--- src/rtl/dlx_pkg.sv ---
// DLX shared types and constants.
// Fetch entry layout and buffer fill levels.
package dlx_pkg;

  localparam int INSTR_W = 32;
  localparam int ADDR_W = 32;
  localparam logic [ADDR_W-1:0] PC_INC = 32'd4;
  localparam logic [ADDR_W-1:0] PC_MASK = 32'hFFFF_FFFC;
  localparam logic [0:INSTR_W-1] NOP = 32'h0000_0000;

  localparam logic [5:0] OP_ADDI = 6'b001000;
  localparam logic [5:0] OP_JAL = 6'b000011;
  localparam logic [5:0] OP_BNEZ = 6'b000101;

  typedef struct packed {
    logic [0:INSTR_W-1] instr;
    logic [ADDR_W-1:0]  pc;
  } fetch_ent_t;

  typedef enum logic [1:0] {
    BUF_EMPTY,
    BUF_PARTIAL,
    BUF_FULL
  } buf_lvl_e;

endpackage

--- src/rtl/ifetch_buf.sv ---
// Sync FIFO of fetched {instr, pc} entries.
// Flush clears pointers and count in one edge.
module ifetch_buf
  import dlx_pkg::*;
#(
  parameter int DEPTH = 2
) (
  input  logic       clk,
  input  logic       reset_n,
  input  logic       i_flush,
  input  logic       i_push,
  input  logic       i_pop,
  input  fetch_ent_t i_data,
  output fetch_ent_t o_head,
  output buf_lvl_e   o_level
);

  localparam int PW = $clog2(DEPTH);
  localparam int CW = $clog2(DEPTH + 1);

  fetch_ent_t    r_mem [DEPTH];
  logic [PW-1:0] r_wr;
  logic [PW-1:0] r_rd;
  logic [CW-1:0] r_cnt;
  logic [PW-1:0] w_wr_nxt;
  logic [PW-1:0] w_rd_nxt;

  assign w_wr_nxt = (r_wr == PW'(DEPTH - 1)) ? '0 : r_wr + PW'(1);
  assign w_rd_nxt = (r_rd == PW'(DEPTH - 1)) ? '0 : r_rd + PW'(1);
  assign o_head = r_mem[r_rd];

  // Storage, pointers and occupancy; flush wins over push/pop.
  always_ff @(posedge clk or negedge reset_n) begin
    if (!reset_n) begin
      r_wr <= '0;
      r_rd <= '0;
      r_cnt <= '0;
      for (int i = 0; i < DEPTH; i++) r_mem[i] <= '0;
    end else if (i_flush) begin
      r_wr <= '0;
      r_rd <= '0;
      r_cnt <= '0;
    end else begin
      if (i_push) begin
        r_mem[r_wr] <= i_data;
        r_wr <= w_wr_nxt;
      end
      if (i_pop) r_rd <= w_rd_nxt;
      if (i_push && !i_pop) r_cnt <= r_cnt + CW'(1);
      else if (!i_push && i_pop) r_cnt <= r_cnt - CW'(1);
    end
  end

  // Fill level decoded from occupancy.
  always_comb begin
    o_level = BUF_PARTIAL;
    unique case (1'b1)
      (r_cnt == '0):         o_level = BUF_EMPTY;
      (r_cnt == CW'(DEPTH)): o_level = BUF_FULL;
      default:               o_level = BUF_PARTIAL;
    endcase
  end

endmodule

--- src/rtl/dlx_ifetch.sv ---
// DLX instruction fetch stage: PC, SRAM read,
// fetch buffer and decode handshake.
module dlx_ifetch
  import dlx_pkg::*;
#(
  parameter logic [31:0] RESET_PC = 32'h0000_0000,
  parameter int          BUF_DEPTH = 2
) (
  input  logic        clk,
  input  logic        reset_n,
  output logic        imem_cs,
  output logic        imem_oe,
  output logic        imem_we,
  output logic [31:0] imem_addr,
  output logic [31:0] imem_din,
  input  logic [0:31] imem_dout,
  input  logic        redirect_valid,
  input  logic [31:0] redirect_pc,
  input  logic        halt,
  output logic        id_valid,
  input  logic        id_ready,
  output logic [0:31] id_instr,
  output logic [31:0] id_pc,
  output logic [31:0] id_npc
);

  logic [ADDR_W-1:0] r_pc;
  logic              w_pop;
  logic              w_fetch;
  buf_lvl_e          w_level;
  fetch_ent_t        w_head;
  fetch_ent_t        w_push_ent;

  assign id_valid = (w_level != BUF_EMPTY);
  assign w_pop = id_valid & id_ready;
  // Reset gates the fetch so the SRAM is idle while held.
  assign w_fetch = reset_n & ~redirect_valid & ~halt &
                   ((w_level != BUF_FULL) | w_pop);

  assign imem_cs = w_fetch;
  assign imem_oe = w_fetch;
  assign imem_we = 1'b0;
  assign imem_din = '0;
  assign imem_addr = r_pc;

  assign w_push_ent.instr = imem_dout;
  assign w_push_ent.pc = r_pc;

  assign id_instr = w_head.instr;
  assign id_pc = w_head.pc;
  assign id_npc = id_valid ? w_head.pc + PC_INC : '0;

  // PC: redirect target (word aligned) or sequential advance.
  always_ff @(posedge clk or negedge reset_n) begin
    if (!reset_n) r_pc <= RESET_PC;
    else if (redirect_valid) r_pc <= redirect_pc & PC_MASK;
    else if (w_fetch) r_pc <= r_pc + PC_INC;
  end

  ifetch_buf #(
    .DEPTH(BUF_DEPTH)
  ) u_buf (
    .clk    (clk),
    .reset_n(reset_n),
    .i_flush(redirect_valid),
    .i_push (w_fetch),
    .i_pop  (w_pop),
    .i_data (w_push_ent),
    .o_head (w_head),
    .o_level(w_level)
  );

endmodule

--- config.mk ---
export PLATFORM = sky130hd
export DESIGN_NAME = dlx_ifetch
export DESIGN_NICKNAME = d
export VERILOG_FILES = /design/src/rtl/dlx_pkg.sv /design/src/rtl/ifetch_buf.sv /design/src/rtl/dlx_ifetch.sv
export SDC_FILE = /design/constraint.sdc
export NUM_CORES = 1
export LEC_CHECK = 0
export BUFFER_PORTS_ARGS = -buffer_cell sky130_fd_sc_hd__buf_4
export CORE_ASPECT_RATIO = 0.6
export CORE_MARGIN = 2
export CORE_UTILIZATION = 57
export DETAILED_ROUTE_END_ITERATION = 12
export GPL_ROUTABILITY_DRIVEN = 0
export PLACE_DENSITY = 0.95
export SYNTH_ARGS = -nofsm -noshare
export SYNTH_HDL_FRONTEND = slang
export SYNTH_SLANG_ARGS = --single-unit
export TNS_END_PERCENT = 100
--- constraint.sdc ---
create_clock -name clk -period 5.8 [get_ports clk]
set_input_delay 0.29 -clock clk [delete_from_list [all_inputs] [get_ports clk]]
set_output_delay 0.29 -clock clk [all_outputs]
set_load 0.05 [all_outputs]
-- Yosys cells after proc, flatten, opt, wreduce, memory -nomap -nowiden
Cells that the tools add are included.
- bits in registers: 164
- input port bits: 69
- word-level logic and storage cells: 58
- $add $sub $neg: 6
- $lt $le $gt $ge: 3
- eq/ne operators: 2
- multiplexer cells: 19
- bitwise logic cells: 9
- reductions and logical operators: 11
- operator list (operator ; number):
    two-way mux 64 bit ; 4
    bitwise mux 128 bit ; 1
    two-way mux 32 bit ; 3
    adder 32 x 3 -> 32 bit (second input constant) ; 2
    demux 64 bit (select 1 bit) ; 1
    two-way mux 1 bit ; 6
    two-way mux 2 bit ; 3
    nonzero test 2 bit ; 3
    AND 1 bit ; 4
    greater-or-equal comparator 2 bit (second input constant) ; 2
    inverter 1 -> 2 bit ; 2
    case mux 2 bit (2 select lines) ; 1
    logical AND 1 bit ; 3
    nonzero test 3 bit ; 1
    adder 1 bit (second input constant) ; 2
    adder 2 x 1 -> 2 bit (second input constant) ; 1
    == test 2 bit (second input constant) ; 1
    zero test 1 bit ; 2
    zero test 2 bit ; 1
    < comparator 2 x 1 -> 1 bit (second input constant) ; 1
    inequality test 2 bit (second input constant) ; 1
    inverter 1 bit ; 2
    AND reduction 2 bit ; 1
    subtractor 2 x 1 -> 2 bit (second input constant) ; 1
    bitwise OR 1 bit ; 1

-- Longest topological paths before layout
- word-level depth: 11
- mapped depth: 13

-- Cells and area by module
From an unflattened synthesis, not the netlist that was laid out.
- cell total of the unflattened synthesis: 740
- area total of the unflattened synthesis: 8918.6 um^2
- by module, submodules not included (module ; times used ; cells each ; area each (um^2)):
    ifetch_buf ; 1 ; 361 ; 6043.3
    dlx_ifetch ; 1 ; 379 ; 2875.3

-- Least setup slack after synthesis
Ideal clock, no wire load.
- path type: reg2out
- from: register u_buf.r_rd
- to: output id_npc[12]
- data arrival time: 3.597 ns
- required time: 5.510 ns
- setup slack: 1.913 ns
- cell stages (with the launch flop): 13
- path buffers: 6
- cells stage by stage: dfrtp_1 buf_6 buf_6 buf_2 buf_2 buf_2 mux2_2 ha_1 inv_1 a211oi_2 buf_4 a31oi_1 a211oi_1
- word-level cells in the longest chain between the ends: 6
- ends and longest elaborated chain (what ; line ; text):
    start: declaration ; ifetch_buf.sv:23 ; logic [PW-1:0] r_rd;
    start signal: assignment ; ifetch_buf.sv:48 ; if (i_pop) r_rd <= w_rd_nxt;
    inverter 1 -> 2 bit (not written as such) ; ifetch_buf.sv:30 ; assign o_head = r_mem[r_rd];
    two-way mux 64 bit (not written as such) (3 in series) ; ifetch_buf.sv:30 ;
    net id_pc[2] ; dlx_ifetch.sv:23 ; output logic [31:0] id_pc,
    adder 32 x 3 -> 32 bit ; dlx_ifetch.sv:51 ; assign id_npc = id_valid ? w_head.pc + PC_INC : '0;
    two-way mux 32 bit ; dlx_ifetch.sv:51 ;
    end: declaration ; dlx_ifetch.sv:24 ; output logic [31:0] id_npc
The timed path passes the listed nets, and every way through them passes these cells. The select of a mux whose other input is x is not followed.

-- Worst setup path in the final report
- from: register u_buf.r_rd
- to: output id_npc[30]
- word-level cells in the longest chain between the ends: 6
- ends and longest elaborated chain (what ; line):
    inverter 1 -> 2 bit (not written as such) ; ifetch_buf.sv:30
    two-way mux 64 bit (not written as such) (3 in series) ; ifetch_buf.sv:30
    adder 32 x 3 -> 32 bit ; dlx_ifetch.sv:51
    two-way mux 32 bit ; dlx_ifetch.sv:51
No other way between the ends. The select of a mux whose other input is x is not followed.

==> run summary <==
Fin Setup TNS -> 0 ps
final worst slack -> 2020 ps
HP Class -> in2reg
area leader, netlist -> dfrtp_1
Leak -> 4.75 nW
detailed router's first-iteration violation count -> 534
Ant. Diodes -> 0
post-route minimum period -> 3780 ps
fin nets -> 994
Max Transition Viols Final -> 0
CTS tree -> built
fmax -> 0.265 GHz
vias per cell -> 5.62
switching share of power -> 40.0%
Synth-to-Final Area Change -> 21.8%
critical setup path kind -> reg2out
Sequential Power Share -> 38.6%
Die Wd -> 162 microns
HPWL Detailed -> 14.8 mm
CTS root buffer -> clkbuf_16
outcome -> completed
number of synthesized flops with an enable pin -> 0
power share of the clock group -> 25.1%
Antenna Violating Nets Remaining -> 0
initial core utilization -> 58.8%
Hold Vio Cnt, Final -> 0
CP max stage cell -> dfrtp_4
PortBufs -> 191
post-synthesis area per instance -> 11.5 sq um
Net Sw Power -> 1.62 mW
total track usage -> 26.0%
total number of yosys warnings -> 0
share of layout cells above drive strength 1 -> 39.6%
worst slack, placed -> 2200 ps
endpoints failing setup -> 0
unrepaired setup endpoints after global routing -> false
VDD IR max -> 0.000211 V
clk buf depth -> 2
clk slew on worst S/H paths -> 70 ps
core area -> 14,600 sq um
die height -> 99.0 microns
post-synthesis async set-or-reset flop share -> 100%
Clock Skew -> 13.7 ps
post-synth design cell area -> 8580 sq um
largest net degree at the start of global routing -> 64
largest cells by area after synthesis -> dfrtp_1 (46%), mux2_2 (16%), mux2_1 (7.1%)
first-pass GRT wire length -> 32.7 mm
CP Launch Type -> register
max cap viols -> 0
CTS sink count -> 158
CP endpoint kind -> output port
hold slack -> 81.7 ps
final worst path period share -> 65.1%
maximum fanout along the worst path -> 56
I/O pins -> 233
Worst-Margin Slew -> 879 ps
Yosys cell types -> 53
CP peak stage delay -> 860 ps
CP bufs+invs -> 2
total gr overflow -> 0
Comb pwr share -> 36.3%
data arrival time of the worst path -> 3490 ps
Most used DFF post-synth -> dfrtp_1
die area -> 16,100 sq um
cell repeated most along the worst path -> buf_4
H-tree level count -> 4
Slew Limit Headroom -> 41.3%
Critical Path, Cell by Cell -> buf_4 > nand2_1 > o22ai_1 > nand3_1 > or4_1 > a21oi_1 > buf_4
P_int -> 2.43 mW
cell family with most CP delay -> simple AND/OR/NAND/NOR gates
vias in the first global route -> 6,311
std cell rows -> 34
antenna violations before repair -> 0
drt first pass iters -> 5
WL/cell -> 18.1 microns
Worst-Skew Late Latency -> 410 ps
Synth top area share -> 46.1%
via count -> 6,373
Post-CTS Setup Inserts -> 0
drt total wl -> 20.5 mm
Req. time, crit path -> 5510 ps
number of CTS-inserted buffers -> 17
Mapped Cells -> 747
DRC Markers -> 0
Synth Register Bits -> 158
register area share after synthesis -> 46.1%
P per Cell Area -> 388 nW/um^2
[routing by layer]
layer	track usage [%]	vias up	share of wire, %
li1	-	2917	-
met1	37.1	3150	46
met2	40.4	273	45
met3	6.48	33	7.6
met4	6.13	0	1.4
met5	0	-	0
[cell type report]
class                   instances  area (sq um)
fillers                      1030          4140
repair buffers                201          1530
flip-flops and latches        158          3960
clock inverters                14           109
clock buffers                  17           425
multi-input cells             532          4140
well taps                     198           248
inverters                      13          48.8
[worst register-to-register path, stage by stage, from the launching register on]
cell,delay (ps)
dfrtp_1,430
nor3b_2,210
nor2b_1,470
nor2b_1,390
nor2b_4,800
buf_12,320
mux2_2,400
[synth_stat cells (2+ instances only)]
cell,n
nand3b_1,3
nand3_1,22
nor3_1,18
mux2_1,54
nand4_1,16
nand4b_1,3
and3_1,6
ha_1,2
a31oi_1,2
nor4_1,5
mux2i_1,8
and4_1,5
or4_1,3
and4b_1,2
xnor2_1,22
mux2_2,125
nand4b_4,2
o21ai_0,31
xor2_1,22
and2_1,5
or3_1,4
a22oi_2,2
nand2_1,60
clkbuf_1,12
a21oi_1,11
nand2b_1,3
dfrtp_1,158
buf_4,45
buf_6,14
nor2_1,27
nor2b_1,4
o22ai_1,2
o31ai_1,2
o21ai_1,5
nor3b_1,3
buf_2,10
inv_1,13
[cell usage in the layout (no fill, tap or decap), types with 5 or more instances in the layout]
cell        count
buf_4         198
dfrtp_1       157
mux2_2        125
nand2_1        60
mux2_1         54
conb_1         39
o21ai_0        31
nor2_1         26
xor2_1         22
xnor2_1        22
nand3_1        22
nor3_1         18
clkbuf_16      17
nand4_1        16
inv_1          13
a21oi_1        11
mux2i_1         8
and3_1          6
nor4_1          5
and4_1          5
o21ai_1         5
clkinvlp_4      5
inv_6           5
[registers in the layout, summed over array words and instances, names as in the netlist]
register     flops
u_buf.r_cnt      2
u_buf.r_rd       1
u_buf.r_mem    124
u_buf.r_wr       1
imem_addr       30
[power groups by stage]
stage	logic (mW)	clock network (mW)	registers, mW
2_1_floorplan	1.06	0	1.57
3_3_place_gp	1.44	0	1.55
3_5_place_dp	1.47	0	1.58
4_1_cts	1.48	1.03	1.56
5_1_grt	1.55	1.08	1.60
6_report	1.47	1.02	1.57
[kinds of logic after synthesis]
| logic type | Yosys count | synth area share, % |
|---|---|---|
| and+or+nand+nor | 195 | 12.3 |
| muxes | 188 | 24.6 |
| DFF | 158 | 46.1 |
| buffers and inverters | 95 | 7.49 |
| AOI/OAI and AO/OA | 64 | 4.72 |
| xor gates and xnor gates | 44 | 4.49 |
| adders and majority gates | 2 | 0.292 |
| other | 1 | 0.0437 |
[final timing paths]
check / from / end / slack (ps) / cells past startpoint
max reg2reg: u_buf.r_cnt[1] / u_buf.r_mem[91] / 2670 / 6
max in group asynchronous: reset_n / u_buf.r_rd / 4280 / 3
min in group asynchronous: reset_n / u_buf.r_mem[107] / 340 / 2
max: u_buf.r_rd / id_npc[30] / 2020 / 7
min: redirect_pc[19] / imem_addr[19] / 80 / 3
min reg2reg: u_buf.r_mem[97] / u_buf.r_mem[97] / 480 / 1
[stage by stage]
step / cell area (sq um) / utilization [%] / power (mW) / instances
after floorplan: 8720 / - / 2.62 / 785
after global placement: 9910 / 67.9 / 2.99 / 1101
after detailed placement: 9910 / 67.9 / 3.05 / 1101
after CTS: 10500 / 71.6 / 4.07 / 1133
after global routing: 10500 / 71.6 / 4.23 / 1133
final: 10500 / 71.6 / 4.05 / 1133
[what timing repair did]
item / 4_1_cts / 5_1_grt
hold buffers: 1 / 0
resized for setup: 0 / 0
setup endpoints to repair: 0 / 0
hold endpoints to repair: 35 / 0
Note: power is estimated with default switching activity, not from simulation.
